===== config.mk =====
export PLATFORM = sky130hd
export DESIGN_NAME = alu_operand_sequencer
export DESIGN_NICKNAME = d
export VERILOG_FILES = /design/src/rtl/alu_operand_sequencer.sv
export SDC_FILE = /design/constraint.sdc
export NUM_CORES = 1
export LEC_CHECK = 0
export BUFFER_PORTS_ARGS = -buffer_cell sky130_fd_sc_hd__clkbuf_2
export CORE_ASPECT_RATIO = 1.25
export CORE_MARGIN = 3
export CORE_UTILIZATION = 35
export CTS_BUF_LIST = sky130_fd_sc_hd__clkbuf_16
export DETAILED_ROUTE_END_ITERATION = 6
export RECOVER_POWER = 100
export SYNTH_ARGS = -nofsm -noshare
export SYNTH_HDL_FRONTEND = slang
export SYNTH_SLANG_ARGS = --single-unit

===== constraint.sdc =====
create_clock -name Clock -period 2.3 [get_ports Clock]
set_clock_uncertainty 0.1 [all_clocks]
set_input_delay 0.23 -clock Clock [delete_from_list [all_inputs] [get_ports Clock]]
set_output_delay 0.23 -clock Clock [all_outputs]
set_load 0.02 [all_outputs]

===== src/rtl/alu_operand_sequencer.sv =====
// Operand sequencer for the external 8-bit add/subtract datapath: 4-entry register file,
// registered adder operands, fixed-cycle write-back. Optional saturation: ALU_SAT_WB_EN.
module alu_operand_sequencer #(
  parameter int DEPTH = 4
) (
  input  logic       Clock,
  input  logic       Reset,
  input  logic       Start,
  input  logic       Op,
  input  logic [1:0] SrcA,
  input  logic [1:0] SrcB,
  input  logic [1:0] Dst,
  input  logic       LoadEn,
  input  logic [1:0] LoadAddr,
  input  logic [7:0] LoadData,
  output logic [7:0] Aout,
  output logic [7:0] Bout,
  output logic       Add_Sub,
  input  logic [7:0] R,
  input  logic       Cout,
  input  logic       OVR,
  input  logic       Neg,
  input  logic       Zero,
  output logic [7:0] Result,
  output logic [3:0] Flags,
  output logic       Busy,
  output logic       Done
);

  typedef enum logic [1:0] {
    S_IDLE = 2'd0,
    S_READ = 2'd1,
    S_EXEC = 2'd2,
    S_WB   = 2'd3
  } state_t;

  state_t     r_state;
  logic       r_op;
  logic [1:0] r_src_a;
  logic [1:0] r_src_b;
  logic [1:0] r_dst;
  logic [7:0] r_regs [DEPTH];
  logic [7:0] w_wb_data;

  // Value committed to the destination register in WB
  always_comb begin
`ifdef ALU_SAT_WB_EN
    if (OVR) begin
      w_wb_data = Aout[7] ? 8'h80 : 8'h7F;
    end else begin
      w_wb_data = R;
    end
`else
    w_wb_data = R;
`endif
  end

  // Sequencer FSM, register file and all registered outputs
  always_ff @(posedge Clock or posedge Reset) begin
    if (Reset) begin
      r_state <= S_IDLE;
      r_op    <= 1'b0;
      r_src_a <= 2'd0;
      r_src_b <= 2'd0;
      r_dst   <= 2'd0;
      for (int i = 0; i < DEPTH; i++) begin
        r_regs[i] <= 8'h00;
      end
      Aout    <= 8'h00;
      Bout    <= 8'h00;
      Add_Sub <= 1'b0;
      Result  <= 8'h00;
      Flags   <= 4'b0000;
      Busy    <= 1'b0;
      Done    <= 1'b0;
    end else begin
      case (r_state)
        S_IDLE: begin
          // The load lands at this edge, so a same-cycle Start reads it in READ
          if (LoadEn) begin
            r_regs[LoadAddr] <= LoadData;
          end
          if (Start) begin
            r_op    <= Op;
            r_src_a <= SrcA;
            r_src_b <= SrcB;
            r_dst   <= Dst;
            Busy    <= 1'b1;
            r_state <= S_READ;
          end
        end
        S_READ: begin
          Aout    <= r_regs[r_src_a];
          Bout    <= r_regs[r_src_b];
          Add_Sub <= r_op;
          r_state <= S_EXEC;
        end
        S_EXEC: begin
          Done    <= 1'b1;
          r_state <= S_WB;
        end
        S_WB: begin
          r_regs[r_dst] <= w_wb_data;
          Result        <= w_wb_data;
          Flags         <= {Cout, OVR, Neg, Zero};
          Done          <= 1'b0;
          Busy          <= 1'b0;
          r_state       <= S_IDLE;
        end
        default: begin
          Done    <= 1'b0;
          Busy    <= 1'b0;
          r_state <= S_IDLE;
        end
      endcase
    end
  end

endmodule


==> insert_results.sql <==
INSERT INTO impl_metrics (metric_group, metric, value, unit) VALUES
('die', 'fp-row-count', '40', ''),
('clock_network', 'cts_resized', '0', ''),
('place', 'gp_routability_congestion', '0.776', ''),
('cells_and_area', 'fin_area', '4130', 'sq um'),
('place', 'placed_area', '4000', 'sq um'),
('timing', 'final_max_slew_viol_count', '0', ''),
('clock_network', 'holdBufCountCts', '1', ''),
('power_and_ir_drop', 'power_per_cell_area', '1510', 'nW/um^2'),
('grt', 'globalRoute.totalOverflow', '0', ''),
('logic_synthesis', 'yosysSeqAreaShare', '50.8', '%'),
('grt', 'global_route.usage.total', '15.9', '%'),
('clock_network', 'cts.path.max_buffers', '2', ''),
('clock_network', 'number_of_buffers_created_by_cts', '9', ''),
('power_and_ir_drop', 'pwr-share-clk', '19.0', '%'),
('power_and_ir_drop', 'combinational_share_of_power', '41.8', '%'),
('critical_path', 'cp_max_fo', '13', ''),
('timing', 'tns', '0', 'ps'),
('timing', 'final.min_clock_period', '2180', 'ps'),
('critical_path', 'cpMaxStageDelayCell', 'sky130_fd_sc_hd__ha_1', ''),
('clock_network', 'htreeDepth', '3', ''),
('cells_and_area', 'synthToLayoutAreaGrowth', '16.5', '%'),
('clock_network', 'clock_latency', '330', 'ps'),
('critical_path', 'max_stage_delay', '560', 'ps'),
('clock_network', 'root_buffer', 'sky130_fd_sc_hd__clkbuf_16', ''),
('timing', 'timing.final.setup_violations', '0', ''),
('routing', 'drtAntennaViolNets', '0', ''),
('logic_synthesis', 'yosys_register_bits', '72', ''),
('routing', 'first_pass_iters', '5', ''),
('critical_path', 'worstSetupPathType', 'flip-flop to flip-flop', ''),
('timing', 'fmax', '0.459', 'GHz'),
('logic_synthesis', 'yosysWarnings', '0', ''),
('critical_path', 'worstPathRequired', '2450', 'ps'),
('cells_and_area', 'layout.cells.most_common', 'sky130_fd_sc_hd__dfrtp_1', ''),
('die', 'die_h', '119', 'microns'),
('power_and_ir_drop', 'intPower', '3.88', 'mW'),
('cells_and_area', 'num_antenna_cells', '0', ''),
('cells_and_area', 'fraction_of_final_layout_cells_with_drive_strength_greater_than_1', '31.0', '%'),
('grt', 'grt_antenna_before_repair', '0', ''),
('cells_and_area', 'final_net_count', '341', ''),
('die', 'ios', '64', ''),
('clock_network', 'clock_sinks', '72', ''),
('logic_synthesis', 'post_synth_instance_area', '3550', 'sq um'),
('clock_network', 'clkTransAtPathRegs', '60', 'ps'),
('timing', 'hold_viol_final', '0', ''),
('place', 'io_buffer_count', '63', ''),
('timing', 'fin_crit_sh', '94.8', '%'),
('timing', 'timing_worst_slew_pin_value', '1010', 'ps'),
('logic_synthesis', 'syn-instance-count', '235', ''),
('critical_path', 'worst_setup_path_start_kind', 'flip-flop', ''),
('die', 'dieArea', '11400', 'sq um'),
('routing', 'wire_per_inst', '19.4', 'microns'),
('clock_network', 'post_cts_setup_repair_buffer_count', '0', ''),
('routing', 'drc', '0', ''),
('critical_path', 'reg2reg_depth', '4', ''),
('power_and_ir_drop', 'totalPowerFinal', '6.22', 'mW'),
('timing', 'rsz_0062_raised_after_global_routing', 'false', ''),
('grt', 'grt_pass1_wl', '13.6', 'mm'),
('critical_path', 'setup.worst_path.end_class', 'flip-flop', ''),
('logic_synthesis', 'ys_types', '26', ''),
('power_and_ir_drop', 'power_frac_seq', '39.2', '%'),
('power_and_ir_drop', 'sw_frac_of_total', '37.6', '%'),
('grt', 'grt_pass1_vias', '2394', ''),
('power_and_ir_drop', 'p_leak', '1.72', 'nW'),
('cells_and_area', 'mostFrequentLayoutCells', 'sky130_fd_sc_hd__dfrtp_1, sky130_fd_sc_hd__clkbuf_2, sky130_fd_sc_hd__a22oi_1, sky130_fd_sc_hd__o2bb2ai_1, sky130_fd_sc_hd__clkbuf_1', ''),
('logic_synthesis', 'post_synthesis_net_count', '273', ''),
('critical_path', 'timing.critical_path.arrival', '2330', 'ps'),
('power_and_ir_drop', 'peakVddDrop', '0.617', 'mV'),
('worst_hold_path', 'worst_hold_path_type', 'input port to flip-flop', ''),
('worst_hold_path', 'holdPathStages', '2', ''),
('status', 'outcome', 'complete, no violations', ''),
('critical_path', 'crit_path_cell_trace', 'ha_1 -> and3b_1 -> o21ai_2 -> o2bb2ai_1', '');
==> synthesized netlist by cell type, drive strengths merged <==
| cell | n | area share (%) |
|---|---|---|
| a21oi | 2 | 0.28 |
| a22oi | 32 | 6.8 |
| and3 | 1 | 0.18 |
| and3b | 3 | 0.74 |
| buf | 10 | 1.9 |
| clkbuf | 5 | 0.64 |
| dfrtp | 72 | 51 |
| ha | 5 | 1.8 |
| inv | 3 | 0.32 |
| mux2 | 38 | 14 |
| mux2i | 1 | 0.28 |
| mux4 | 16 | 10 |
| nand2 | 1 | 0.11 |
| nand3b | 1 | 0.21 |
| nor2 | 2 | 0.21 |
| nor2b | 1 | 0.18 |
| nor3 | 2 | 0.60 |
| nor3b | 3 | 1.6 |
| o21ai | 5 | 1.6 |
| o2bb2ai | 32 | 7.9 |
==> sequential cells by signal (all words and copies together), names as in the netlist <==
signal   count
Add_Sub      1
Aout         8
Bout         8
Busy         1
Done         1
Flags        4
Result       8
r_dst        2
r_op         1
r_regs      32
r_src_a      2
r_src_b      2
r_state      2
==> layer usage <==
metal	track usage [%]	up-vias	routed length [microns]
li1	-	1084	-
met1	22.6	1191	3700
met2	23.4	90	4090
met3	3.82	6	532
met4	5.96	0	71
met5	0	-	0
==> final timing paths <==
check                                start   endpoint  slack [ps]
worst max-delay path            r_state[1]  r_regs[6]         120
worst min-delay path                   Neg   Flags[1]          30
worst max register to register  r_state[1]  r_regs[6]         120
worst min register to register     Aout[1]    Aout[1]         380
max in group asynchronous            Reset   r_dst[0]         770
min in group asynchronous            Reset  Result[1]         670
==> stage by stage <==
step | std cells | hold slack [ps] | setup slack [ps] | utilization (%)
finish | 432 | 29.8 | 119 | 42.3
global route | 432 | 24.6 | 34.3 | 42.3
CTS | 432 | 19.5 | 109 | 43.6
detailed placement | 417 | 236 | 123 | 41.0
global placement | 417 | 230 | 119 | 41.0
floorplan | 235 | 281 | 145 | -
==> power by group through the flow <==
stage	sequential [mW]	clock, mW	combinational [mW]
after global routing	2.54	1.28	2.83
after global placement	2.46	0	2.88
after floorplan	2.52	0	2.12
after CTS	2.47	1.21	2.93
final	2.44	1.18	2.60
after detailed placement	2.48	0	2.92
==> critical path: cells and delay by family (launching register included) <==
family	cells	cell delay, ps
AOI/OAI and AO/OA	2	660
adders and majority gates	1	560
and+or+nand+nor	1	410
DFF	1	380
==> cell families (layout without fill, tap and decap cells) <==
group           after synthesis  count (layout)  share of synthesized area [%]
mux                          55              55                           24.2
fa+ha+maj                     5               5                           1.76
flops                        72              72                           50.8
simple gates                 14              14                           3.81
compound gates               71              71                           16.5
buf+inv                      18              89                           2.89
==> cell type report <==
class                   instances  area (sq um)
fillers                       947          5630
repair buffers                 72           344
clock buffers                   9           225
flip-flops and latches         72          1800
well taps                     126           158
inverters                       3          11.3
clock inverters                 5          18.8
multi-input cells             145          1570
Power figures use the tool's default switching activity.
